## config.mk

```make
export PLATFORM = sky130hd
export DESIGN_NAME = kvs_cmd_driver
export DESIGN_NICKNAME = d
export VERILOG_FILES = /design/src/rtl/kvs_cmd_pkg.sv /design/src/rtl/kvs_rsp_fifo.sv /design/src/rtl/kvs_cmd_driver.sv
export SDC_FILE = /design/constraint.sdc
export NUM_CORES = 1
export LEC_CHECK = 0
export BUFFER_PORTS_ARGS = -buffer_cell sky130_fd_sc_hd__buf_2
export CAP_MARGIN = 20
export CORE_UTILIZATION = 60
export CTS_CLUSTER_DIAMETER = 40
export DETAILED_ROUTE_END_ITERATION = 7
export HOLD_SLACK_MARGIN = 0.12
export PLACE_DENSITY_LB_ADDON = 0.1
export SLEW_MARGIN = 5
export SYNTH_ARGS = -nofsm -noshare
export SYNTH_HDL_FRONTEND = slang
export SYNTH_SLANG_ARGS = --single-unit
export TNS_END_PERCENT = 10
```

## constraint.sdc

```tcl
create_clock -name clk -period 7.59 [get_ports clk]
set_input_delay 0.759 -clock clk [delete_from_list [all_inputs] [get_ports clk]]
set_output_delay 0.759 -clock clk [all_outputs]
set_load 0.005 [all_outputs]
```

## src/rtl/kvs_cmd_pkg.sv

```systemverilog
// Shared types for the kvs command driver: operation encoding and op-class helpers.
package kvs_cmd_pkg;

    typedef enum logic [1:0] {
        OP_INSERT = 2'd0,
        OP_LOOKUP = 2'd1,
        OP_UPDATE = 2'd2,
        OP_DELETE = 2'd3
    } kvs_op_t;

    // UPDATE and DELETE both follow their lookup with a modify cycle.
    function automatic logic is_modify_op(input kvs_op_t op);
        return (op == OP_UPDATE) || (op == OP_DELETE);
    endfunction

    function automatic int unsigned rsp_bits(input int unsigned val_bits);
        return 3 + val_bits;
    endfunction

endpackage

```

## src/rtl/kvs_rsp_fifo.sv

```systemverilog
// Small synchronous FIFO holding responses; head is readable in the same cycle it becomes valid.
module kvs_rsp_fifo #(
    parameter int WIDTH = 35,
    parameter int DEPTH = 8
) (
    input  logic                       clk,
    input  logic                       rst_n,
    input  logic                       wr_en,
    input  logic [WIDTH-1:0]           wr_data,
    input  logic                       rd_en,
    output logic [WIDTH-1:0]           rd_data,
    output logic                       not_empty,
    output logic [$clog2(DEPTH+1)-1:0] count
);

    localparam int PW = (DEPTH > 1) ? $clog2(DEPTH) : 1;
    localparam int CW = $clog2(DEPTH + 1);

    logic [WIDTH-1:0] mem [DEPTH];
    logic [PW-1:0]    wr_ptr_reg;
    logic [PW-1:0]    rd_ptr_reg;
    logic [CW-1:0]    count_reg;
    logic             do_rd;

    assign do_rd     = rd_en && (count_reg != '0);
    assign rd_data   = mem[rd_ptr_reg];
    assign not_empty = (count_reg != '0);
    assign count     = count_reg;

    always_ff @(posedge clk) begin
        if (wr_en) begin
            mem[wr_ptr_reg] <= wr_data;
        end
    end

    always_ff @(posedge clk or negedge rst_n) begin
        if (!rst_n) begin
            wr_ptr_reg <= '0;
            rd_ptr_reg <= '0;
            count_reg  <= '0;
        end else begin
            if (wr_en) begin
                wr_ptr_reg <= (wr_ptr_reg == PW'(DEPTH - 1)) ? '0 : wr_ptr_reg + 1'b1;
            end
            if (do_rd) begin
                rd_ptr_reg <= (rd_ptr_reg == PW'(DEPTH - 1)) ? '0 : rd_ptr_reg + 1'b1;
            end
            case ({wr_en, do_rd})
                2'b10:   count_reg <= count_reg + 1'b1;
                2'b01:   count_reg <= count_reg - 1'b1;
                default: count_reg <= count_reg;
            endcase
        end
    end

    // Credits upstream make a write into a full FIFO unreachable.
    always @(posedge clk) begin
        if (rst_n && wr_en && !do_rd) begin
            assert (count_reg < CW'(DEPTH));
        end
    end

endmodule

```

## src/rtl/kvs_cmd_driver.sv

```systemverilog
// Drives the kvs insert and lookup/modify ports from a command stream and returns one
// in-order response per command.
module kvs_cmd_driver
    import kvs_cmd_pkg::*;
#(
    parameter int KEY_BITS   = 32,
    parameter int VAL_BITS   = 32,
    parameter int LOOKUP_LAT = 3,
    parameter int RSP_DEPTH  = 8
) (
    input  logic                clk,
    input  logic                rst_n,
    input  logic                cmd_valid,
    output logic                cmd_ready,
    input  logic [1:0]          cmd_op,
    input  logic [KEY_BITS-1:0] cmd_key,
    input  logic [VAL_BITS-1:0] cmd_value,
    output logic                rsp_valid,
    input  logic                rsp_ready,
    output logic [1:0]          rsp_op,
    output logic                rsp_found,
    output logic [VAL_BITS-1:0] rsp_value,
    output logic                kvs_insert,
    input  logic                kvs_busy,
    output logic [KEY_BITS-1:0] kvs_ins_key,
    output logic [VAL_BITS-1:0] kvs_ins_value,
    output logic                kvs_lookup,
    output logic [KEY_BITS-1:0] kvs_key,
    output logic                kvs_modify,
    output logic                kvs_del,
    output logic [VAL_BITS-1:0] kvs_mod_value,
    input  logic                kvs_valid,
    input  logic [VAL_BITS-1:0] kvs_value
);

    typedef struct packed {
        kvs_op_t             op;
        logic                found;
        logic [VAL_BITS-1:0] value;
    } rsp_t;

    localparam int TAGS = LOOKUP_LAT + 1;
    localparam int CW   = $clog2(RSP_DEPTH + 1);
    localparam int IW   = $clog2(TAGS + 1);

    kvs_op_t             cur_op;
    logic                fire;
    logic                credit_ok;
    logic                ins_block;
    logic                hazard;
    logic [IW-1:0]       inflight;
    logic [CW-1:0]       fifo_count;
    logic                fifo_not_empty;
    rsp_t                wr_rsp;
    rsp_t                rd_rsp;

    logic                run_reg;
    logic                ins_hold_reg;
    logic                hz_vld_reg;
    logic [KEY_BITS-1:0] hz_key_reg;
    kvs_op_t             iss_op_reg;
    logic [VAL_BITS-1:0] iss_value_reg;
    logic                kvs_insert_reg;
    logic [KEY_BITS-1:0] kvs_ins_key_reg;
    logic [VAL_BITS-1:0] kvs_ins_value_reg;
    logic                kvs_lookup_reg;
    logic [KEY_BITS-1:0] kvs_key_reg;
    logic                kvs_modify_reg;
    logic                kvs_del_reg;
    logic [VAL_BITS-1:0] kvs_mod_value_reg;
    logic [TAGS-1:0]     tag_vld_reg;
    kvs_op_t             tag_op_reg [TAGS];

    assign cur_op    = kvs_op_t'(cmd_op);
    assign inflight  = IW'($countones(tag_vld_reg));
    assign credit_ok = (32'(fifo_count) + 32'(inflight)) < 32'(RSP_DEPTH);
    assign ins_block = (cur_op == OP_INSERT) && (kvs_busy || ins_hold_reg);
    // A lookup right behind a same-key modify would read the value before the modify lands.
    assign hazard    = hz_vld_reg && (hz_key_reg == cmd_key);
    assign cmd_ready = run_reg && credit_ok && !ins_block && !hazard;
    assign fire      = cmd_valid && cmd_ready;

    always_ff @(posedge clk or negedge rst_n) begin
        if (!rst_n) begin
            run_reg           <= 1'b0;
            ins_hold_reg      <= 1'b0;
            hz_vld_reg        <= 1'b0;
            hz_key_reg        <= '0;
            iss_op_reg        <= OP_INSERT;
            iss_value_reg     <= '0;
            kvs_insert_reg    <= 1'b0;
            kvs_ins_key_reg   <= '0;
            kvs_ins_value_reg <= '0;
            kvs_lookup_reg    <= 1'b0;
            kvs_key_reg       <= '0;
            kvs_modify_reg    <= 1'b0;
            kvs_del_reg       <= 1'b0;
            kvs_mod_value_reg <= '0;
        end else begin
            run_reg        <= 1'b1;
            kvs_insert_reg <= fire && (cur_op == OP_INSERT);
            kvs_lookup_reg <= fire && (cur_op != OP_INSERT);
            ins_hold_reg   <= fire && (cur_op == OP_INSERT);
            hz_vld_reg     <= fire && is_modify_op(cur_op);
            if (fire) begin
                hz_key_reg <= cmd_key;
            end
            if (fire && cur_op == OP_INSERT) begin
                kvs_ins_key_reg   <= cmd_key;
                kvs_ins_value_reg <= cmd_value;
            end
            if (fire && cur_op != OP_INSERT) begin
                kvs_key_reg   <= cmd_key;
                iss_op_reg    <= cur_op;
                iss_value_reg <= cmd_value;
            end
            // Modify stage trails the lookup by exactly one cycle.
            kvs_modify_reg <= kvs_lookup_reg && is_modify_op(iss_op_reg);
            kvs_del_reg    <= kvs_lookup_reg && (iss_op_reg == OP_DELETE);
            if (kvs_lookup_reg && iss_op_reg == OP_UPDATE) begin
                kvs_mod_value_reg <= iss_value_reg;
            end
        end
    end

    // Tag pipe: the last stage lines up with the cycle the kvs result is valid.
    always_ff @(posedge clk or negedge rst_n) begin
        if (!rst_n) begin
            tag_vld_reg <= '0;
            for (int i = 0; i < TAGS; i++) begin
                tag_op_reg[i] <= OP_INSERT;
            end
        end else begin
            tag_vld_reg   <= {tag_vld_reg[TAGS-2:0], fire};
            tag_op_reg[0] <= cur_op;
            for (int i = 1; i < TAGS; i++) begin
                tag_op_reg[i] <= tag_op_reg[i-1];
            end
        end
    end

    always_comb begin
        wr_rsp.op    = tag_op_reg[TAGS-1];
        wr_rsp.found = 1'b0;
        wr_rsp.value = '0;
        if (tag_op_reg[TAGS-1] != OP_INSERT && kvs_valid) begin
            wr_rsp.found = 1'b1;
            wr_rsp.value = kvs_value;
        end
    end

    kvs_rsp_fifo #(
        .WIDTH ($bits(rsp_t)),
        .DEPTH (RSP_DEPTH)
    ) u_rsp_fifo (
        .clk       (clk),
        .rst_n     (rst_n),
        .wr_en     (tag_vld_reg[TAGS-1]),
        .wr_data   (wr_rsp),
        .rd_en     (rsp_ready),
        .rd_data   (rd_rsp),
        .not_empty (fifo_not_empty),
        .count     (fifo_count)
    );

    assign rsp_valid     = fifo_not_empty;
    assign rsp_op        = rd_rsp.op;
    assign rsp_found     = rd_rsp.found;
    assign rsp_value     = rd_rsp.value;

    assign kvs_insert    = kvs_insert_reg;
    assign kvs_ins_key   = kvs_ins_key_reg;
    assign kvs_ins_value = kvs_ins_value_reg;
    assign kvs_lookup    = kvs_lookup_reg;
    assign kvs_key       = kvs_key_reg;
    assign kvs_modify    = kvs_modify_reg;
    assign kvs_del       = kvs_del_reg;
    assign kvs_mod_value = kvs_mod_value_reg;

endmodule

```

== After elaboration in Yosys (flattened, before gate mapping) ==
Memory sizes are Yosys's and may differ from the RTL's.
Cells that the tools add are included.

* Memories: 1
* Register bits: 222
* Word-level logic and storage cells: 70
* Input bits: 104
* Bits in writable memories: 280

* Magnitude comparators: 1
* Muxes and demuxes: 6
* Reduce and logical (&&, ||, !) cells: 24
* Add/subtract/negate cells: 8
* Equality and inequality tests: 9

{| class="wikitable"
|+ Memory list
! memory !! words !! bits a word !! rd ports !! clocked after Yosys merged registers in !! wr ports !! line !! RTL
|-
| u_rsp_fifo.mem || 8 || 35 || 1 || 0 || 1 || kvs_rsp_fifo.sv:19 || <nowiki>logic [WIDTH-1:0] mem [DEPTH];</nowiki>
|}

{| class="wikitable"
|+ Operators with widths
! operator !! number
|-
| $mux 33 || 1
|-
| $eq 32x32->1 || 1
|-
| $logic_and 1x1->1 || 14
|-
| $eq 2x2->1 const B || 5
|-
| $pmux 4 s2 || 1
|-
| $add 3x1->3 const B || 2
|-
| $eq 3x3->1 const B || 2
|-
| $mux 3 || 2
|-
| $reduce_bool 2->1 || 3
|-
| $add 4x3->5 || 1
|-
| $lt 5x4->1 const B || 1
|-
| $add 1x1->2 || 2
|-
| $add 4x1->4 const B || 1
|-
| $reduce_bool 4->1 || 1
|-
| $sub 4x1->4 const B || 1
|-
| $add 2x2->3 || 1
|-
| $logic_or 1x1->1 || 3
|-
| $eq 2x1->1 const B || 1
|-
| $logic_not 1->1 || 2
|-
| $logic_not 2->1 || 1
|-
| $mux 1 || 2
|}

== Longest topological paths before layout ==
Gate-level depths: netlist (run 1).

* Word-level depth: 9
* Depth in mapped cells: 11
* Mapped depth without buffers: 10

== Modules after synthesis ==
From an unflattened synthesis (run 1), not the netlist that was laid out.

* Cell total of the unflattened synthesis: 1,168
* Area, all modules: 19,831.5 sq um

{| class="wikitable"
|+ Modules (own cells, without submodules)
! module !! cells an instance !! area each (sq um) !! seq. area each (sq um) !! instances
|-
| kvs_rsp_fifo || 470 || 11,451.0 || 8,658.3 || 1
|-
| kvs_cmd_driver || 698 || 8,380.5 || 5,305.1 || 1
|}

== Worst setup path after synthesis (run 1) ==
OpenSTA, ideal clock, no wires.

* Path kind: register to register
* Start point: reg u_rsp_fifo.wr_ptr_reg[0]
* End point: mem u_rsp_fifo.mem[0][0] (enable)
* Path slack: 4,122 ps
* Setup time: 471 ps
* Data required time: 7,119 ps
* Arrival time: 2,997 ps
* Cell stages (with the launch flop): 3
* Cell sequence: dfrtp_1 > nand2b_1 > nor3_1

{| class="wikitable"
|+ RTL lines
! what !! line !! RTL
|-
| start, declared || kvs_rsp_fifo.sv:20 || <nowiki>logic [PW-1:0] wr_ptr_reg;</nowiki>
|-
| start signal, assigned || kvs_rsp_fifo.sv:43 || <nowiki>wr_ptr_reg <= (wr_ptr_reg == PW'(DEPTH - 1)) ? '0 : wr_ptr_reg + 1'b1;</nowiki>
|-
| end, declared || kvs_rsp_fifo.sv:19 ||
|}

Straight into the memory's write port.

== Final worst setup path (run 1) ==
* Start point: reg tag_vld_reg[3]
* End point: reg kvs_ins_key_reg[4], in the netlist kvs_ins_key[4]

* Longest elaborated chain between the ends: 9

{| class="wikitable"
|+ RTL lines
! what !! line !! RTL
|-
| start, declared || kvs_cmd_driver.sv:71 || <nowiki>logic [TAGS-1:0] tag_vld_reg;</nowiki>
|-
| start signal, assigned || kvs_cmd_driver.sv:134 || <nowiki>tag_vld_reg <= {tag_vld_reg[TAGS-2:0], fire};</nowiki>
|-
| $add 1x1->2 (implied by the code) || kvs_cmd_driver.sv:75 || <nowiki>assign inflight = IW'($countones(tag_vld_reg));</nowiki>
|-
| $add 2x2->3 (implied by the code) || kvs_cmd_driver.sv:75 ||
|-
| $add 4x3->5 || kvs_cmd_driver.sv:76 || <nowiki>assign credit_ok = (32'(fifo_count) + 32'(inflight)) < 32'(RSP_DEPTH);</nowiki>
|-
| $lt 5x4->1 || kvs_cmd_driver.sv:76 ||
|-
| $logic_and 1x1->1 (3 in series) || kvs_cmd_driver.sv:80 || <nowiki>assign cmd_ready = run_reg && credit_ok && !ins_block && !hazard;</nowiki>
|-
| $logic_and 1x1->1 || kvs_cmd_driver.sv:81 || <nowiki>assign fire = cmd_valid && cmd_ready;</nowiki>
|-
| $logic_and 1x1->1 || kvs_cmd_driver.sv:108 || <nowiki>if (fire && cur_op == OP_INSERT) begin</nowiki>
|-
| end signal, assigned || kvs_cmd_driver.sv:109 || <nowiki>kvs_ins_key_reg <= cmd_key;</nowiki>
|-
| end, declared || kvs_cmd_driver.sv:64 || <nowiki>logic [KEY_BITS-1:0] kvs_ins_key_reg;</nowiki>
|}

Every way passes these cells.
A chain may end at the register's enable or synchronous reset.

==> results.py, run 1 <==
metrics = {
    "logic_synthesis": {
        "avgSynthCellArea_um2": 19.6,
        "yosysMostFrequentCell": "edfxtp_1",
        "synth_top_cell_by_area": "edfxtp_1",
        "syn_area_mm2": 0.0196,
        "synth_edf_count": 280,
        "yosys_register_bits": 502,
        "async_reset_ff_share_pct": 44.2,
        "synth.distinct_cells": 38,
        "netlist.area_leader.share_pct": 42.9,
        "synthTopCellsByCount": "edfxtp_1, dfrtp_1, mux2_2, mux4_2, mux2_4",
        "synth_flop_cell": "edfxtp_1",
        "yosysSeqAreaShare_pct": 71.2,
        "yosysWarnings": 0,
        "yosys-top-cells-area": "edfxtp_1, dfrtp_1, mux2_2",
        "synthesis.nets": 1116,
        "synthCells": 1001,
    },
    "die": {
        "die_area_mm2": 0.0334,
        "core_mm2": 0.0319,
        "rows": 65,
        "die-height_um": 183,
        "die_w_um": 183,
        "ios": 273,
        "initial_core_util_pct": 61.5,
    },
    "finish": {
        "nets": 1419,
        "regMostFlops": "u_rsp_fifo.mem",
        "layout-drive-gt1-share_pct": 51.3,
        "largest_register_ffs": 280,
        "area_delta_synth_final_pct": 19.3,
    },
    "sta": {
        "timing.final.max_slew_violations": 0,
        "grt_setup_unrepaired": "false",
        "hold_viol": 0,
        "final-setup-viol-count": 0,
        "fin_tns_setup_ns": 0,
        "hold_ws_ns": 0.220,
        "fin_crit_ns": 4.21,
        "worst_slew_pin_slew_ns": 1.09,
        "fin_crit_sh_pct": 55.5,
        "timing.fmax_ghz": 0.238,
        "clock_skew_ns": 0.0151,
        "relSlewSlack_pct": 27.5,
    },
    "clocking": {
        "path_clk_slew_ns": 0.06,
        "cts_setup_buffers": 0,
        "cts_hold_buf": 0,
        "clockBufferDepth": 3,
        "clkLatencyLatePin_ns": 0.56,
        "ctsResizeCount": 0,
        "cts_sinks": 502,
        "cts_tree": "done",
        "cts_root_buffer": "clkbuf_16",
        "cts_buffers": 58,
        "htree_levels": 2,
    },
    "placed_design": {
        "port_buffers": 272,
        "dp_hpwl_um": 22600,
        "gp_congestion": 0.732,
    },
    "grt": {
        "first_global_vias": 10651,
        "grt_max_degree": 103,
        "grt.total_usage_pct": 23.6,
        "overflow": 0,
        "antenna_found_initial": 3,
        "grt_first_pass_wirelength_um": 59600,
    },
    "setup_path": {
        "r2r_setup_slack_ns": 3.38,
        "r2r_start": "tag_vld_reg[3]$_DFF_PN0_",
        "crit_path_end": "kvs_ins_key[4]$_DFFE_PN0P_",
        "crit_arrival_ns": 4.65,
        "end_kind": "flip-flop",
        "cp.required_ns": 8.03,
        "cp_max_fo": 37,
        "startpoint": "tag_vld_reg[3]$_DFF_PN0_",
        "timing_worst_setup_path_type": "flip-flop to flip-flop",
        "r2r_cells": 9,
        "setup.worst_path.start_class": "flip-flop",
        "worst_r2r_endpoint": "kvs_ins_key[4]$_DFFE_PN0P_",
    },
    "drt": {
        "drt_iter0_markers": 577,
        "vias_per_cell": 5.57,
        "routed_wl_um": 38700,
        "first_pass_iters": 5,
        "postRouteAntennaNets": 0,
        "drt-wirelength-per-cell_um": 21.6,
        "route.detailed.drc": 0,
        "via_count": 9960,
    },
    "power": {
        "peakVddDrop_mv": 0.265,
        "power.density_mw_per_mm2": 381,
        "p_leak_nw": 9.50,
    },
    "run": {
        "maxCapViolCount": 0,
    },
    "run_status": {
        "status": "complete, no violations",
    },
    "worst_hold_path": {
        "hold_class": "input port to asynchronous set/reset pin",
    },
}
-- cells by family (layout without fill, tap and decap cells) --
logic type	count (synthesis)	after routing	synth area share [%]
multiplexers	298	298	22.1
flip-flops	502	502	71.2
buffers and inverters	53	404	1.51
AND/OR/NAND/NOR	85	85	2.39
AO/OA/AOI/OAI	15	15	0.466
other	1	3	0.0191
adder cells (fa/ha/maj)	11	11	0.778
XOR/XNOR	36	36	1.61
-- area by class of cell --
cell class | count | area, um2
Antenna cell | 2 | 5.00
Fill cell | 2021 | 8480
Tap cell | 435 | 544
Clock buffer | 69 | 1590
Multi-Input combinational cell | 446 | 5430
Timing Repair Buffer | 287 | 1480
Sequential cell | 502 | 14000
Inverter | 9 | 33.8
Clock inverter | 39 | 348
-- worst min-delay path by stage --
stage	slack [ns]	start	to
2_1_floorplan	0.33	tag_op_reg[2]$_DFF_PN0_	tag_op_reg[0]$_DFF_PN0_
3_3_place_gp	0.33	tag_op_reg[5]$_DFF_PN0_	tag_op_reg[3]$_DFF_PN0_
3_5_place_dp	0.33	tag_op_reg[5]$_DFF_PN0_	tag_op_reg[3]$_DFF_PN0_
4_1_cts	0.24	rst_n	kvs_key[20]$_DFFE_PN0P_
5_1_grt	0.27	rst_n	kvs_key[16]$_DFFE_PN0P_
6_report	0.22	rst_n	kvs_key[16]$_DFFE_PN0P_
-- cells in the final DEF (no fill, tap or decap), drive strengths merged, types with 3 or more instances in the layout --
cell type / netlist / final
nor2: 9 / 9
mux2: 227 / 227
dfrtp: 222 / 222
ha: 9 / 9
nand2b: 3 / 3
xor2: 33 / 33
nand2: 17 / 17
a21o: 3 / 3
mux4: 70 / 70
nor3: 5 / 5
edfxtp: 280 / 280
o21ai: 7 / 7
and2: 35 / 35
clkinv: 0 / 17
bufinv: 0 / 3
xnor2: 3 / 3
nor4: 7 / 7
inv: 9 / 21
clkbuf: 19 / 69
buf: 25 / 287
clkinvlp: 0 / 7
-- critical path: stages, from the launching register on --
cell and delay [ns]:
dfrtp_1 0.45, fa_1 0.46, ha_1 0.28, a21oi_1 0.14
nor2_1 0.06, and4b_1 0.29, o31a_2 0.74, and2_4 0.64
buf_4 0.59, mux2_2 0.40
-- power by group --
group / internal (mW) / switching [mW] / leakage [nW]
Combinational: 1.35 / 0.900 / 3.28
Sequential: 3.49 / 0.430 / 5.29
Clock: 1.62 / 1.12 / 0.930
-- through the flow --
stage | power [mW] | area (um2) | std cells | worst slack (ns) | utilization (%)
finish | 8.91 | 23400 | 1789 | 3.38 | 73.4
global route | 9.33 | 23400 | 1788 | 3.12 | 73.4
CTS | 9.00 | 23400 | 1787 | 3.34 | 73.4
detailed placement | 6.22 | 21500 | 1679 | 3.37 | 67.3
global placement | 6.15 | 21500 | 1679 | 3.40 | 67.3
floorplan | 5.33 | 19600 | 1001 | 4.12 | -
-- routing by layer --
metal  track usage (%)  vias up  routed length (um)
li1                  -     4445                   -
met5                 0        -                  10
met3              5.58       68                2450
met2              39.4      292               19300
met1              31.2     5153               16100
met4              7.13        2                 847
(Power assumes the default switching activity.)
==> inputs of run 2 (changes only) <==
- CORE_UTILIZATION: 60 -> 52
- clock period: 7.59 -> 3.66 ns (I/O delays scaled with it)
==> results.py, run 2 (synthesis results as in run 1) <==
metrics = {
    "worst_hold_path": {
        "min_path_cells": 4,
        "hold_class": "input port to flip-flop",
        "hold_path_end": "u_rsp_fifo.rd_ptr_reg[1]$_DFFE_PN0P_",
        "worstHoldStart": "rsp_ready",
    },
    "clocking": {
        "clockBufferDepth": 3,
        "cts_setup_buffers": 0,
        "path_clk_slew_ns": 0.06,
        "cts_root_buffer": "clkbuf_16",
        "clkLatencyLatePin_ns": 0.60,
        "cts_sinks": 502,
        "cts_tree": "done",
        "htree_levels": 2,
        "cts_buffers": 60,
    },
    "setup_path": {
        "r2r_start": "tag_vld_reg[3]$_DFF_PN0_",
        "r2r_cells": 9,
        "cpMaxStageDelayCell": "dfrtp_4",
        "worst_r2r_endpoint": "kvs_ins_key[8]$_DFFE_PN0P_",
        "cp_num_buf_inv": 2,
        "crit_arrival_ns": 2.71,
        "cp_max_fo": 31,
        "timing_worst_setup_path_type": "flip-flop to output pin",
        "r2r_setup_slack_ns": 0.61,
        "cp.required_ns": 3.29,
        "setup.worst_path.start_class": "flip-flop",
        "end_kind": "output pin",
        "cp_slowest_stage_delay_ns": 0.83,
        "worstPathCellList": "buf_12 -> mux4_2 -> mux2_2 -> buf_2",
        "crit_family": "multiplexers",
    },
    "drt": {
        "via_count": 10006,
        "route.detailed.drc": 0,
        "vias_per_cell": 5.16,
        "drt-wirelength-per-cell_um": 20.3,
        "routed_wl_um": 39300,
        "drt_iter0_markers": 534,
        "postRouteAntennaNets": 0,
        "first_pass_iters": 6,
    },
    "placed_design": {
        "dp_cells": 1755,
        "gp_congestion": 0.729,
        "port_buffers": 272,
        "dp_hpwl_um": 23400,
    },
    "die": {
        "core_mm2": 0.0369,
        "ios": 273,
        "initial_core_util_pct": 53.2,
        "die_w_um": 196,
        "rows": 70,
        "die-height_um": 196,
        "die_area_mm2": 0.0385,
    },
    "power": {
        "p_leak_nw": 9.92,
        "power.total_mw": 18.9,
        "peakVddDrop_mv": 0.548,
        "power.density_mw_per_mm2": 773,
    },
    "finish": {
        "fillCellCount": 2599,
        "layout-drive-gt1-share_pct": 49.0,
        "area_delta_synth_final_pct": 24.7,
        "regMostFlops": "u_rsp_fifo.mem",
        "final_cell_mix": "edfxtp_1, buf_2, dfrtp_1, mux2_2, mux4_2",
        "largest_register_ffs": 280,
        "nets": 1497,
        "finalNonFillerCells": 1938,
        "layout_commonest_cell": "edfxtp_1",
    },
    "sta": {
        "hold_ws_ns": 0.184,
        "fin_crit_sh_pct": 84.2,
        "grt_setup_unrepaired": "false",
        "relSlewSlack_pct": 25.9,
        "timing.final.max_slew_violations": 0,
        "clock_skew_ns": 0.00784,
        "fin_crit_ns": 3.08,
        "fin_tns_setup_ns": 0,
        "hold_viol": 0,
        "final-setup-viol-count": 0,
        "timing.fmax_ghz": 0.325,
        "worst_slew_pin_slew_ns": 1.11,
    },
    "run_status": {
        "status": "complete, no violations",
    },
    "grt": {
        "grt_max_degree": 101,
        "overflow": 0,
        "antenna_found_initial": 2,
        "first_global_vias": 10689,
        "grt_first_pass_wirelength_um": 61200,
        "grt.total_usage_pct": 21.1,
    },
    "run": {
        "maxCapViolCount": 0,
    },
}
==> run 2: cell count changes in the layout (fill, tap and decap cells not counted), moves of 2 or more <==
| cell | previous run | this run |
|---|---|---|
| buf_12 | 0 | 9 |
| buf_4 | 15 | 13 |
| bufinv_16 | 3 | 6 |
| clkbuf_1 | 6 | 12 |
| clkbuf_8 | 1 | 6 |
| clkinv_1 | 7 | 3 |
| clkinv_2 | 5 | 8 |
| dlygate4sd3_1 | 0 | 69 |
| inv_6 | 10 | 0 |
==> run 2: layout make-up <==
type | instances | area, um2 | share of cell area (%)
inverters | 9 | 33.8 | 0.138
multi-input cells | 446 | 5430 | 22.2
flip-flops and latches | 502 | 14000 | 57.1
diodes | 2 | 5.00 | 0.0205
clock buffers | 81 | 1700 | 6.97
clock inverters | 31 | 352 | 1.44
well taps | 504 | 631 | 2.58
repair buffers | 363 | 2340 | 9.57
==> run 2: per-stage QoR <==
step / utilization, % / instance area [um2] / worst slack [ns]
4_1_cts: 66.3 / 24500 / 0.474
5_1_grt: 66.3 / 24500 / 0.402
6_report: 66.3 / 24500 / 0.579
3_3_place_gp: 58.9 / 21700 / 0.694
2_1_floorplan: - / 19600 / 0.192
3_5_place_dp: 58.9 / 21700 / 0.646
==> run 2: report_power, final <==
group	internal, mW	switching, mW	leakage, nW
clock	3.70	2.29	0.994
sequential	7.24	0.920	5.29
combinational	2.93	1.82	3.64
==> run 2: worst max path at each step <==
stage,end,slack [ns],startpoint,cells after the start
finish,rsp_value[29],0.58,u_rsp_fifo.rd_ptr_reg[0]$_DFFE_PN0P_,4
global route,rsp_value[29],0.40,u_rsp_fifo.rd_ptr_reg[0]$_DFFE_PN0P_,4
CTS,rsp_value[31],0.47,u_rsp_fifo.rd_ptr_reg[0]$_DFFE_PN0P_,4
detailed placement,kvs_ins_key[7]$_DFFE_PN0P_,0.65,tag_vld_reg[3]$_DFF_PN0_,9
global placement,kvs_ins_key[13]$_DFFE_PN0P_,0.69,tag_vld_reg[3]$_DFF_PN0_,9
floorplan,u_rsp_fifo.mem[0][0]$_DFFE_PP_,0.19,u_rsp_fifo.wr_ptr_reg[0]$_DFFE_PN0P_,2
==> run 2: worst min-delay path, stage by stage <==
cell,delay [ns]
buf_2,0.08
nand2_1,0.12
nand2_1,0.09
o21ai_0,0.07
==> run 2: what timing repair did <==
item / 4_1_cts / 5_1_grt
resized for setup: 0 / 0
hold buffers: 69 / 0
endpoints found under the setup margin: 0 / 0
endpoints found under the hold margin: 263 / 0
==> run 2: routing by layer <==
layer  share of wire (%)  wire length, um  vias to the layer above  track usage [%]
met5                   0                0                        -                0
met4                 1.9              761                        0             5.84
met2                  50            19500                      260             35.0
li1                    -                -                     4596                -
met3                 6.6             2600                       57             6.05
met1                  42            16500                     5093             27.2
==> inputs of run 3 (changes only) <==
- CORE_UTILIZATION: 52 -> 57
- clock period: 3.66 -> 3 ns (I/O delays scaled with it)
==> results.py, run 3 (synthesis results as in run 1) <==
metrics = {
    "finish": {
        "final_util_pct": 72.6,
        "final_cell_mix": "edfxtp_1, buf_2, dfrtp_1, mux2_2, mux4_2",
        "area_delta_synth_final_pct": 24.7,
        "layout_commonest_cell": "edfxtp_1",
        "largest_register_ffs": 280,
        "nets": 1504,
        "layout-drive-gt1-share_pct": 49.0,
        "finalNonFillerCells": 1890,
        "regMostFlops": "u_rsp_fifo.mem",
    },
    "clocking": {
        "path_clk_slew_ns": 0.06,
        "clockBufferDepth": 3,
        "clkLatencyLatePin_ns": 0.59,
        "cts_sinks": 502,
        "htree_levels": 2,
        "cts_root_buffer": "clkbuf_16",
        "cts_tree": "done",
        "cts_buffers": 60,
    },
    "placed_design": {
        "gp_congestion": 0.744,
        "dp_worst_setup_slack_ns": 0.114,
        "port_buffers": 272,
        "dp_hpwl_um": 23000,
        "dp_cells": 1706,
    },
    "sta": {
        "fin_crit_sh_pct": 95.7,
        "clock_skew_ns": 0.0207,
        "grt_setup_unrepaired": "false",
        "timing.final.max_slew_violations": 0,
        "hold_ws_ns": 0.171,
        "fin_crit_ns": 2.87,
        "hold_viol": 0,
        "relSlewSlack_pct": 48.1,
        "timing.fmax_ghz": 0.348,
        "worst_slew_pin_slew_ns": 0.779,
        "final-setup-viol-count": 0,
        "setup_ws_ns": 0.130,
    },
    "run": {
        "maxCapViolCount": 0,
    },
    "drt": {
        "first_pass_iters": 5,
        "drt-wirelength-per-cell_um": 21.1,
        "postRouteAntennaNets": 0,
        "routed_wl_um": 39900,
        "route.detailed.drc": 0,
        "via_count": 10324,
        "vias_per_cell": 5.46,
        "drt_iter0_markers": 509,
    },
    "setup_path": {
        "cp.depth": 4,
        "crit_family": "multiplexers",
        "cp_max_fo": 23,
        "end_kind": "output pin",
        "cp_slowest_stage_delay_ns": 0.71,
        "worstPathCellList": "buf_4 -> mux4_2 -> mux2_2 -> buf_2",
        "r2r_cells": 9,
        "cpMaxStageDelayCell": "dfrtp_4",
        "crit_arrival_ns": 2.57,
        "cp_num_buf_inv": 2,
        "timing_worst_setup_path_type": "flip-flop to output pin",
        "cp.required_ns": 2.70,
        "setup.worst_path.start_class": "flip-flop",
    },
    "grt": {
        "grt_first_pass_wirelength_um": 62900,
        "antenna_found_initial": 2,
        "first_global_vias": 11293,
        "grt.total_usage_pct": 23.4,
        "overflow": 0,
        "grt_max_degree": 101,
    },
    "power": {
        "power.total_mw": 23.0,
        "p_leak_nw": 9.95,
        "power.density_mw_per_mm2": 942,
        "peakVddDrop_mv": 0.713,
    },
    "die": {
        "rows": 67,
        "ios": 273,
        "die_area_mm2": 0.0352,
        "initial_core_util_pct": 58.2,
        "die-height_um": 188,
        "die_w_um": 188,
        "core_mm2": 0.0337,
    },
    "run_status": {
        "status": "complete, no violations",
    },
    "worst_hold_path": {
        "min_path_cells": 2,
        "hold_class": "input port to flip-flop",
    },
}
## run 3: cell count changes in the layout (fill, tap and decap cells not counted), sizes merged
| cell | previous run | this run |
|---|---|---|
| buf | 294 | 301 |
| clkbuf | 81 | 73 |
| clkinv | 15 | 23 |
| clkinvlp | 6 | 5 |
| inv | 13 | 15 |
## run 3: what timing repair did
action / 4_1_cts / 5_1_grt
hold buffers: 69 / 0
buffers inserted: 0 / 0
setup endpoints to repair: 0 / 11
gates resized for setup: 0 / 1
hold endpoints to repair: 261 / 0
## run 3: metal layers
| layer | GRT usage [%] | share of wire (%) | vias to the layer above |
|---|---|---|---|
| met2 | 38.9 | 50 | 295 |
| met3 | 5.73 | 6.1 | 62 |
| met1 | 30.9 | 41 | 5360 |
| met4 | 6.72 | 2.1 | 0 |
| li1 | - | - | 4607 |
| met5 | 0 | 0 | - |
## run 3: path summary, 6_finish.rpt
| path | startpoint | end | slack, ns |
|---|---|---|---|
| setup / recovery | u_rsp_fifo.rd_ptr_reg[0]$_DFFE_PN0P_ | rsp_value[26] | 0.13 |
| hold / removal | kvs_value[24] | u_rsp_fifo.mem[4][24]$_DFFE_PP_ | 0.17 |
| setup reg to reg | tag_vld_reg[0]$_DFF_PN0_ | kvs_ins_key[12]$_DFFE_PN0P_ | 0.18 |
| hold reg to reg | tag_op_reg[5]$_DFF_PN0_ | tag_op_reg[3]$_DFF_PN0_ | 0.35 |
| max in group asynchronous | rst_n | kvs_ins_value[24]$_DFFE_PN0P_ | 1.87 |
| min in group asynchronous | rst_n | kvs_key[29]$_DFFE_PN0P_ | 0.35 |
## run 3: area by class of cell
type                       instances  area (um2)
tap                              448         561
timing repair buffer             370        2440
clock buffer                      73        1600
multi-input combinational        446        5440
clock inverter                    40         414
sequential                       502       14000
inverter                           9        33.8
antenna                            2        5.00
fill                            2082        9230
## run 3: power breakdown
part | leakage [nW] | internal [mW] | switching, mW
clock network | 0.971 | 4.35 | 2.84
logic | 3.70 | 3.63 | 2.34
registers | 5.29 | 8.83 | 1.05
total | 9.95 | 16.8 | 6.22
## run 3: worst register-to-register path: stages (launching register included)
cell	delay (ns)
dfrtp_1	0.39
fa_1	0.54
ha_1	0.22
a21oi_1	0.14
nor2_1	0.06
and4b_1	0.31
o31a_4	0.23
and2_4	0.21
buf_12	0.22
mux2_2	0.39
## run 3: stage by stage
step,area (um2),setup TNS (ns)
2_1_floorplan,19600,-15.02
3_3_place_gp,21800,0
3_5_place_dp,21800,0
4_1_cts,24500,0
5_1_grt,24500,0
6_report,24500,0
